**src/rtl/four_bit_seq_multiplier.sv**
```systemverilog
// ============================================================================
// Module   : four_bit_seq_multiplier
// Purpose  : Unsigned shift-add sequential multiplier, one partial product
//            per clock, fixed latency of WIDTH+1 cycles from acceptance.
// Revision : 1.0 - initial release
// ============================================================================
`default_nettype none

module four_bit_seq_multiplier #(
    parameter int WIDTH = 4
) (
    input  logic               clk_i,
    input  logic               rst_i,
    input  logic               start_i,
    input  logic [WIDTH-1:0]   a_i,
    input  logic [WIDTH-1:0]   b_i,
    output logic               ready_o,
    output logic               done_o,
    output logic [2*WIDTH-1:0] p_o
);

    localparam int CNT_W = $clog2(WIDTH + 1);

    typedef enum logic [1:0] {
        S_IDLE = 2'd0,
        S_CALC = 2'd1,
        S_DONE = 2'd2
    } state_t;

    state_t             state_q, state_d;
    logic [WIDTH-1:0]   mcand_q, mcand_d;
    logic [2*WIDTH-1:0] acc_q,   acc_d;
    logic [CNT_W-1:0]   cnt_q,   cnt_d;
    logic [2*WIDTH-1:0] p_q,     p_d;
    logic               ready_q, ready_d;
    logic               done_q,  done_d;

    // Upper half plus carry after the conditional add; the carry only lives
    // for one cycle because the right shift immediately absorbs it.
    logic [WIDTH:0]     sum_w;
    logic [2*WIDTH-1:0] step_w;

    always_comb begin
        sum_w  = {1'b0, acc_q[2*WIDTH-1:WIDTH]}
               + (acc_q[0] ? {1'b0, mcand_q} : {(WIDTH+1){1'b0}});
        step_w = {sum_w, acc_q[WIDTH-1:1]};

        state_d = state_q;
        mcand_d = mcand_q;
        acc_d   = acc_q;
        cnt_d   = cnt_q;
        p_d     = p_q;

        case (state_q)
            S_IDLE: begin
                if (start_i) begin
                    mcand_d = a_i;
                    acc_d   = {{WIDTH{1'b0}}, b_i};
                    cnt_d   = CNT_W'(WIDTH);
                    state_d = S_CALC;
                end
            end
            S_CALC: begin
                acc_d = step_w;
                cnt_d = cnt_q - CNT_W'(1);
                if (cnt_q == CNT_W'(1)) begin
                    state_d = S_DONE;
                    p_d     = step_w;
                end
            end
            S_DONE: begin
                state_d = S_IDLE;
            end
            default: begin
                state_d = S_IDLE;
            end
        endcase

        // Status flags are registered from the next state so they line up
        // with the state they describe without any input-to-output path.
        ready_d = (state_d == S_IDLE);
        done_d  = (state_d == S_DONE);
    end

    always_ff @(posedge clk_i) begin
        if (rst_i) begin
            state_q <= S_IDLE;
            mcand_q <= '0;
            acc_q   <= '0;
            cnt_q   <= '0;
            p_q     <= '0;
            ready_q <= 1'b1;
            done_q  <= 1'b0;
        end else begin
            state_q <= state_d;
            mcand_q <= mcand_d;
            acc_q   <= acc_d;
            cnt_q   <= cnt_d;
            p_q     <= p_d;
            ready_q <= ready_d;
            done_q  <= done_d;
        end
    end

    assign ready_o = ready_q;
    assign done_o  = done_q;
    assign p_o     = p_q;

endmodule

`default_nettype wire

```
**config.mk**
```make
export PLATFORM = sky130hd
export DESIGN_NAME = four_bit_seq_multiplier
export DESIGN_NICKNAME = d
export VERILOG_FILES = /design/src/rtl/four_bit_seq_multiplier.sv
export SDC_FILE = /design/constraint.sdc
export NUM_CORES = 1
export LEC_CHECK = 0
export BUFFER_PORTS_ARGS = -buffer_cell sky130_fd_sc_hd__buf_2
export CORE_MARGIN = 3
export CORE_UTILIZATION = 58
export CTS_CLUSTER_SIZE = 30
export DETAILED_ROUTE_END_ITERATION = 10
export GPL_ROUTABILITY_DRIVEN = 0
export GPL_TIMING_DRIVEN = 0
export PLACE_DENSITY = 0.79
export SLEW_MARGIN = 20
export SYNTH_ARGS = -nofsm -noshare
export SYNTH_HDL_FRONTEND = slang
export SYNTH_SLANG_ARGS = --single-unit
```
**constraint.sdc**
```tcl
create_clock -name clk_i -period 3.92 [get_ports clk_i]
set_input_delay 0.196 -clock clk_i [delete_from_list [all_inputs] [get_ports clk_i]]
set_output_delay 0.196 -clock clk_i [all_outputs]
set_load 0.02 [all_outputs]
```
==> flow_summary_export.csv <==
group,metric,value,unit
floorplanning,ioPinCount,21,
global_routing,antenna_found_initial,0,
clock_tree,htreeDepth,1,
worst_setup_path,worst_setup_path_start_kind,"flop",
sta,maxSlewViolCount,0,
logic_synthesis,yosys_register_bits,27,
worst_setup_path,crit_required,4140,ps
detailed_routing,drt-initial-drc-count,15,
sta,period_minus_slack,1830,ps
logic_synthesis,ys_seq_area_share,44.6,%
floorplanning,die_height,51.7,um
clock_tree,cts.clk_slew.worst_paths,150,ps
pwr,power.density,361,mW/mm2
detailed_routing,ant_nets,0,
logic_synthesis,ys_types,35,
clock_tree,clockBufferDepth,2,
detailed_routing,wire_per_inst,12.4,um
placement,port_buffers,19,
logic_synthesis,synth.area.top_cells,"dfxtp_1 45%, nand2_1 6.5%, ha_1 6.2%",
pwr,p_leak,0.606,nW
cells_and_area,mostFrequentLayoutCell,"dfxtp_1",
sta,tightest_slew,515,ps
cells_and_area,mostFrequentLayoutCells,"27 x dfxtp_1, 21 x nand2_1, 19 x nor2_1, 19 x buf_2, 12 x a21oi_1",
worst_setup_path,crit_arrival,2040,ps
sta,setup-tns-final,0,ps
cells_and_area,area_growth,12.9,%
clock_tree,cts_setup_buffers,0,
min_path,hold_path_depth,3,
worst_setup_path,critPathKind,"reg2reg",
floorplanning,coreArea,0.00184,mm2
floorplanning,rows,15,
global_routing,grt_start_max_net_pins,17,
min_path,hp-class,"in2reg",
clock_tree,cts_resized,0,
cells_and_area,multi_input_area,593,um2
sta,fin_crit_sh,46.6,%
detailed_routing,first_pass_iters,4,
worst_setup_path,cp-end-kind,"flop",
clock_tree,holdBufCountCts,0,
logic_synthesis,synth_top_area_share,44.6,%
placement,dpl_cell_area,0.00134,mm2
cells_and_area,final_cell_area,0.00137,mm2
cells_and_area,fin_util,74.4,%
global_routing,first_global_vias,924,
detailed_routing,via_per_inst,5.23,
clock_tree,insertion_delay,340,ps
detailed_routing,vias,967,
cells_and_area,nFillCells,165,
run_status,outcome,"finished clean",
detailed_routing,finalWirelength,2.29,mm
worst_setup_path,crit_family,"simple AND/OR/NAND/NOR gates",
clock_tree,root_buffer,"clkbuf_4",
sta,finalHoldViolations,0,
logic_synthesis,synth_area_leader_cell,"dfxtp_1",
cells_and_area,n_antenna_cell,0,
floorplanning,die_x,51.7,um
clock_tree,cts_tree,"done",
logic_synthesis,ys.flop_type,"dfxtp_1",
worst_setup_path,crit_slowest_cell,"dfxtp_1",
clock_tree,cts_sinks,27,
sta,rsz0062_at_grt,"false",
global_routing,overflow,0,
floorplanning,die_area,0.00267,mm2
cells_and_area,regArea,541,um2
pwr,peakVddDrop,375,uV
global_routing,grt_pass1_wl,4.02,mm
worst_setup_path,path_depth,6,
worst_setup_path,ff2ff_setup_slack,2090,ps
sta,clock.fmax,0.548,GHz
placement,hpwl,1.76,mm
logic_synthesis,syn_area,0.00121,mm2
worst_setup_path,critPathMaxStageDelay,370,ps
logic_synthesis,avgSynthCellArea,8.85,um2
job,drv_cap,0,
worst_setup_path,crit_path_max_fanout,5,
logic_synthesis,syn_inst,137,
logic_synthesis,async_reset_ff_share,0,%
worst_setup_path,rr_worst_depth,6,
floorplanning,start_util,65.9,%
logic_synthesis,syn_nets,155,
worst_setup_path,crit_buf_inv,0,
detailed_routing,drcViolationCount,0,
global_routing,track_usage,20.3,%
cells_and_area,drive_above_1_share,20.6,%
worst_setup_path,path_cells,"and2_1 > ha_1 > and3_1 > or3_1 > a32oi_1 > nor2_1",
sta,timing.slew.headroom,65.7,%
sta,clock_skew,14.0,ps
logic_synthesis,synth_edf_count,0,
clock_tree,cts_buffers,3,
cells_and_area,fin_nets,179,
logic_synthesis,yosysWarnings,0,
sta,setup_violations,0,
[cells in the mapped netlist, types with 2 or more instances]
cell type,n
a21oi_1,12
a311oi_1,3
and2_1,3
buf_6,3
clkbuf_1,3
dfxtp_1,27
ha_1,6
inv_1,7
mux2i_1,4
nand2_1,21
nand2b_1,2
nor2_1,19
nor2b_1,2
nor3_1,3
o21ai_0,2
[worst reg2reg max path, cell delays in order (launching register included)]
cell     delay [ps]
dfxtp_1         370
and2_1          170
ha_1            330
and3_1          200
or3_1           370
a32oi_1         220
nor2_1           50
[routing by layer]
| layer | routed length [um] | track usage, % | up-vias |
|---|---|---|---|
| met5 | 0 | 0 | - |
| met4 | 14 | 6.55 | 0 |
| met3 | 181 | 6.30 | 4 |
| met2 | 1110 | 34.5 | 32 |
| met1 | 980 | 24.3 | 434 |
| li1 | - | - | 497 |
[cell families (layout without fill, tap and decap cells)]
group / Yosys count / in the layout / share of synthesized area, %
AO/OA/AOI/OAI: 25 / 25 / 13.6
XOR/XNOR: 2 / 2 / 1.45
AND/OR/NAND/NOR: 58 / 58 / 22.7
adder cells (fa/ha/maj): 7 / 7 / 7.84
buffers and inverters: 14 / 37 / 6.50
flip-flops: 27 / 27 / 44.6
multiplexers: 4 / 4 / 3.30
[sequential cells by signal, summed over array words and instances, names as in the netlist]
signal   cells
done_o       1
acc_q        8
mcand_q      4
cnt_q        3
ready_o      1
state_q      2
p_o          8
[power by group]
part	switching, mW	leakage, nW	internal (mW)
combinational	0.0419	0.372	0.0328
clock	0.0823	0.0139	0.0391
sequential	0.00867	0.221	0.289
total	0.133	0.606	0.361
[final timing paths]
check | from | end
max | acc_q[0]$_SDFFE_PP0P_ | acc_q[6]$_SDFFE_PP0P_
min | a_i[3] | mcand_q[3]$_SDFFE_PP0P_
max reg2reg | acc_q[0]$_SDFFE_PP0P_ | acc_q[6]$_SDFFE_PP0P_
min reg2reg | p_o[6]$_SDFFE_PP0P_ | p_o[6]$_SDFFE_PP0P_
[stage by stage]
stage               setup slack [ps]  hold WS [ps]  instances  total power [mW]
floorplan                       2270           343        137             0.359
global placement                2180           430        181             0.377
detailed placement              2150           438        181             0.379
CTS                             2110          81.1        185             0.501
global route                    1970           112        185             0.519
finish                          2090          95.6        185             0.494
[area by class of cell]
cell class / count / area share, %
repair buffers: 19 / 6.95
flip-flops and latches: 27 / 39.5
multi-input cells: 96 / 43.3
well taps: 25 / 2.29
plain buffers: 7 / 3.84
clock buffers: 3 / 1.65
inverters: 7 / 1.92
clock inverters: 1 / 0.548
Note: power is estimated with default switching activity, not from simulation.
